**src/rtl/ptat_freq_meter.sv**
```systemverilog
// rtl/ptat_freq_meter.sv - windowed edge counter for an asynchronous oscillator input
// Optional continuous back-to-back windows when FTD_CONT_EN is defined.
module ptat_freq_meter #(
  parameter int CNT_W       = 12,
  parameter int REF_W       = 8,
  parameter int SYNC_STAGES = 2
) (
  input  logic             clk,
  input  logic             rst,
  input  logic             start,
  input  logic             stop,
  input  logic             cont,
  input  logic [REF_W-1:0] win_len,
  input  logic             f_in,
  output logic             busy,
  output logic             done,
  output logic [CNT_W-1:0] count,
  output logic             ovf,
  output logic [CNT_W+1:0] io_oeb
);

  typedef enum logic {IDLE, MEAS} state_t;

  localparam logic [CNT_W-1:0] ACC_MAX = '1;
  localparam logic [REF_W:0]   REM_ONE = 1;

  state_t                 state_q, state_d;
  logic [SYNC_STAGES-1:0] sync_q;
  logic                   edge_q;
  logic                   rise;
  logic [REF_W:0]         rem_q, rem_d;
  logic [REF_W:0]         win_q, win_d;
  logic [CNT_W-1:0]       acc_q, acc_d;
  logic                   ovf_acc_q, ovf_acc_d;
  logic [CNT_W-1:0]       count_q, count_d;
  logic                   ovf_q, ovf_d;
  logic                   done_q, done_d;
  logic [CNT_W-1:0]       acc_sat;
  logic                   sat_now;
  logic [REF_W:0]         win_full;
  logic                   reload;

  // Edge flop runs in every state so MEAS entry never sees a stale edge.
  always_ff @(posedge clk) begin
    if (rst) begin
      sync_q <= '0;
      edge_q <= 1'b0;
    end else begin
      sync_q <= {sync_q[SYNC_STAGES-2:0], f_in};
      edge_q <= sync_q[SYNC_STAGES-1];
    end
  end

  assign rise     = sync_q[SYNC_STAGES-1] & ~edge_q;
  assign sat_now  = rise & (acc_q == ACC_MAX);
  assign acc_sat  = (acc_q == ACC_MAX) ? ACC_MAX : acc_q + {{(CNT_W-1){1'b0}}, rise};
  assign win_full = (win_len == '0) ? {1'b1, {REF_W{1'b0}}} : {1'b0, win_len};

`ifdef FTD_CONT_EN
  assign reload = cont;
`else
  logic unused_cont;
  assign unused_cont = cont;
  assign reload      = 1'b0;
`endif

  always_comb begin
    state_d   = state_q;
    rem_d     = rem_q;
    win_d     = win_q;
    acc_d     = acc_q;
    ovf_acc_d = ovf_acc_q;
    count_d   = count_q;
    ovf_d     = ovf_q;
    done_d    = 1'b0;
    case (state_q)
      IDLE: begin
        if (start) begin
          rem_d     = win_full;
          win_d     = win_full;
          acc_d     = '0;
          ovf_acc_d = 1'b0;
          state_d   = MEAS;
        end
      end
      MEAS: begin
        if (stop) begin
          state_d = IDLE;
        end else if (rem_q == REM_ONE) begin
          count_d = acc_sat;
          ovf_d   = ovf_acc_q | sat_now;
          done_d  = 1'b1;
          if (reload) begin
            // Next window starts immediately; this cycle's edge belongs to the finished one.
            rem_d     = win_q;
            acc_d     = '0;
            ovf_acc_d = 1'b0;
          end else begin
            state_d = IDLE;
          end
        end else begin
          acc_d     = acc_sat;
          ovf_acc_d = ovf_acc_q | sat_now;
          rem_d     = rem_q - REM_ONE;
        end
      end
      default: state_d = IDLE;
    endcase
  end

  always_ff @(posedge clk) begin
    if (rst) begin
      state_q   <= IDLE;
      rem_q     <= '0;
      win_q     <= '0;
      acc_q     <= '0;
      ovf_acc_q <= 1'b0;
      count_q   <= '0;
      ovf_q     <= 1'b0;
      done_q    <= 1'b0;
    end else begin
      state_q   <= state_d;
      rem_q     <= rem_d;
      win_q     <= win_d;
      acc_q     <= acc_d;
      ovf_acc_q <= ovf_acc_d;
      count_q   <= count_d;
      ovf_q     <= ovf_d;
      done_q    <= done_d;
    end
  end

  assign busy   = (state_q == MEAS);
  assign done   = done_q;
  assign count  = count_q;
  assign ovf    = ovf_q;
  assign io_oeb = '0;

endmodule

```
**config.mk**
```make
export PLATFORM = sky130hd
export DESIGN_NAME = ptat_freq_meter
export DESIGN_NICKNAME = d
export VERILOG_FILES = /design/src/rtl/ptat_freq_meter.sv
export SDC_FILE = /design/constraint.sdc
export NUM_CORES = 1
export LEC_CHECK = 0
export CAP_MARGIN = 30
export CORE_UTILIZATION = 57
export DETAILED_ROUTE_END_ITERATION = 6
export DONT_BUFFER_PORTS = 1
export PLACE_DENSITY = 0.83
export SYNTH_ARGS = -nofsm -noshare
export SYNTH_HDL_FRONTEND = slang
export SYNTH_SLANG_ARGS = --single-unit
export TNS_END_PERCENT = 30
```
**constraint.sdc**
```tcl
create_clock -name clk -period 1.8 [get_ports clk]
set_clock_uncertainty 0.15 [all_clocks]
set_input_delay 0.36 -clock clk [delete_from_list [all_inputs] [get_ports clk]]
set_output_delay 0.36 -clock clk [all_outputs]
set_load 0.005 [all_outputs]
```
==> run metrics <==
Rel. slew slack 64.82%; failing checks negative hold slack, negative setup slack; post-synth top area cell dfxtp_1; max-cap viol count 0; Register Area just over 800 um2; largest delay contributor family on the critical path compound AO/OA/AOI/OAI gates; Data arrival, critical path 1860 ps; Hold Crit Start rst; std cell rows 22; Worst-path clk slew 90 ps; CTS Buffer Depth 2; Area contributors post-synth dfxtp_1 (35%), buf_4 (5.2%), nand2_1 (4.2%), nor2_1 (3.9%), a211oi_2 (3.8%); Hold Crit Class in2reg; Leak Pwr 1.063 nW; global-route wire length before repair 9501 um; Finished Cell Area 2851 um2; EDFF count, synth 0; Crit Path Max Fanout 5; largest net degree at the start of global routing 40; # IOs 43; later-pin clock latency in the skew report 300 ps; worst hold margin -33.13 ps; filler instances between 200 and 300; Area Overhead vs Synth 23.32%; GRT Residual Overflow 0; largest family of logic cells by synthesized area compound AO/OA/AOI/OAI gates; Port Buffers 0; CP max stage delay 330 ps; Worst Path Required 1840 ps; DP Area 2549 um2; Setup crit end kind flip-flop; Worst R2R Start rem_q[1]$_SDFFE_PP0P_; Final ANT Viol Nets 0; Routed WL between 6000 and 7000 um; Vias/cell 6.204; VDD IR max 0.5343 mV; mapped cell area between 2000 and 2500 um2; XOR/XNOR Fraction of Synth Area under 10%; vias in the first global route 2048; PnR worst setup slack -19.39 ps; R2R Setup Slk -20 ps; fin nets around 320; core box area 3771 um2; Cells after Synth 267; Synth top cells by count dfxtp_1 (40), nand2_1 (26), nor2_1 (24); Seq/Total Area, Yosys between 30% and 40%; most common cell in the synthesized netlist dfxtp_1; Post-Synth Simple-Gate Area ~22%; mux cell area share after synthesis approximately 3.5%; hold_buf cts 3; RD Place Congestion approximately 0.86; die footprint 4315 um2; TNS Setup -36.23 ps; DR DRC count 0; Routed WL per cell 17.09 um; status complete, but fails checks; via count 2190; CTS Buf Count 5; ys async rst share 0%; worst path bufs/invs 2; Die Wd 65.69 um; Final period util 101.1%; DP HPWL approximately 4100 um; RSZ-0062 raised after global routing true; H-tree depth 2; compound-gate portion of the synthesized area 24.13%; Avg Cell Area, Syn slightly below 9 um2; count of final hold-check violations 16; CTS tree yes; Worst Tran Pin Value approximately 520 ps; share of layout cells above drive strength 1 29.51%; DR pass1 iterations 5; Slowest-stage cell, CP dfxtp_2; post-layout min period 1819 ps; synthesis-stage register bit count 40; Fmax 0.5496 GHz; All-Layer GR Usage around 29%; Syn. warnings 0; Setup Crit Path Kind reg2reg; Starting Density 61.31%; Synth top area share 34.63%; multi-input logic area around 1400 um2; Setup crit start rem_q[1]$_SDFFE_PP0P_; clk sink count 40; synth unique cells 55; predominant post-synthesis flop cell dfxtp_1; CP cell instances inv_2 -> ha_4 -> nor4b_4 -> a21o_2 -> buf_6 -> mux2i_2 -> o32ai_1; CTS Root Cell clkbuf_8; Die Ht ~66 um; total power density per cell area 673.6 nW/um2; Final Max Slew Viols 0; Final setup viols 2; initial antenna violation count 0; type of origin of the critical path flip-flop; area share of fa/ha/maj cells after synthesis about 2.2%; Antenna diodes 0; Detailed Route Iter0 Violations 205
[cell usage in the layout, fill, tap and decap left out, types with 3 or more instances in the layout]
cell type / instances
a211oi_1: 4
a211oi_2: 7
a21oi_1: 10
a22oi_1: 3
a31oi_1: 3
a32o_1: 3
buf_12: 3
buf_4: 41
clkbuf_8: 6
conb_1: 14
dfxtp_1: 34
dfxtp_2: 6
dlygate4sd3_1: 3
ha_4: 3
inv_1: 5
mux2i_1: 6
nand2_1: 25
nand3_1: 4
nand4_1: 4
nor2_1: 24
nor2b_1: 6
nor3_1: 8
o21ai_0: 12
o22ai_1: 5
o2bb2ai_1: 3
o32ai_1: 5
xnor2_1: 3
xor2_1: 6
[state kept, by name (all words and copies together) (netlist names)]
| register | count |
|---|---|
| acc_q | 12 |
| busy | 1 |
| sync_q | 2 |
| edge_q | 1 |
| count | 12 |
| ovf | 1 |
| done | 1 |
| ovf_acc_q | 1 |
| rem_q | 9 |
[repair_timing]
action | 4_1_cts | 5_1_grt
buffers inserted | 2 | 5
endpoints found under the setup margin | 12 | 24
cloned | 0 | 1
hold endpoints to repair | 26 | 22
pin swaps | 6 | 8
gates resized for setup | 13 | 13
[worst register-to-register path, delay by kind of cell, from the launching register on]
kind	cells	cell delay [ps]
adder cells (fa/ha/maj)	1	110
multiplexers	1	220
buffers and inverters	2	210
AND/OR/NAND/NOR	1	320
flip-flops	1	330
AO/OA/AOI/OAI	2	370
[per-layer routing]
metal | track usage (%) | wire length [um]
met1 | 33.72 | 2385
met2 | 50.89 | 3121
met3 | 5.382 | 380
met4 | 13.86 | 146
met5 | 0 | 0
[layout make-up]
cell class | count | area share, %
clock buffers | 7 | 3.028
clock inverters | 1 | 0.2633
inverters | 6 | 0.7898
multi-input cells | 202 | 50.24
flip-flops and latches | 40 | 28.35
well taps | 48 | 2.106
repair buffers | 49 | 15.23
[worst paths after layout]
| path | end | cells past startpoint |
|---|---|---|
| hold / removal | count[9]$_SDFFE_PP0P_ | 1 |
| setup / recovery | acc_q[6]$_SDFFE_PP0P_ | 7 |
| setup reg to reg | acc_q[6]$_SDFFE_PP0P_ | 7 |
| hold reg to reg | count[0]$_SDFFE_PP0P_ | 2 |
[stage by stage]
stage	setup slack, ps	std cells	utilization [%]	total power, mW
4_1_cts	-18.26	347	72.66	1.912
3_3_place_gp	-31.08	334	67.58	1.255
5_1_grt	-99.23	353	75.61	2.002
6_report	-19.39	353	75.61	1.921
3_5_place_dp	-168.0	334	67.58	1.265
2_1_floorplan	12.57	280	-	1.200
[kinds of logic (layout without fill, tap and decap cells)]
kind of cell / Yosys count / in the layout
other: 1 / 14
and+or+nand+nor: 93 / 93
xor gates and xnor gates: 9 / 9
AOI/OAI and AO/OA: 74 / 74
buffers and inverters: 38 / 63
adders and majority gates: 4 / 4
DFF: 40 / 40
muxes: 8 / 8
[power breakdown]
group          internal, mW  switching (mW)  leakage, nW
registers             0.913          0.0274        0.327
logic                 0.160           0.181        0.692
clock network         0.312           0.329       0.0445
(Power assumes the default switching activity.)
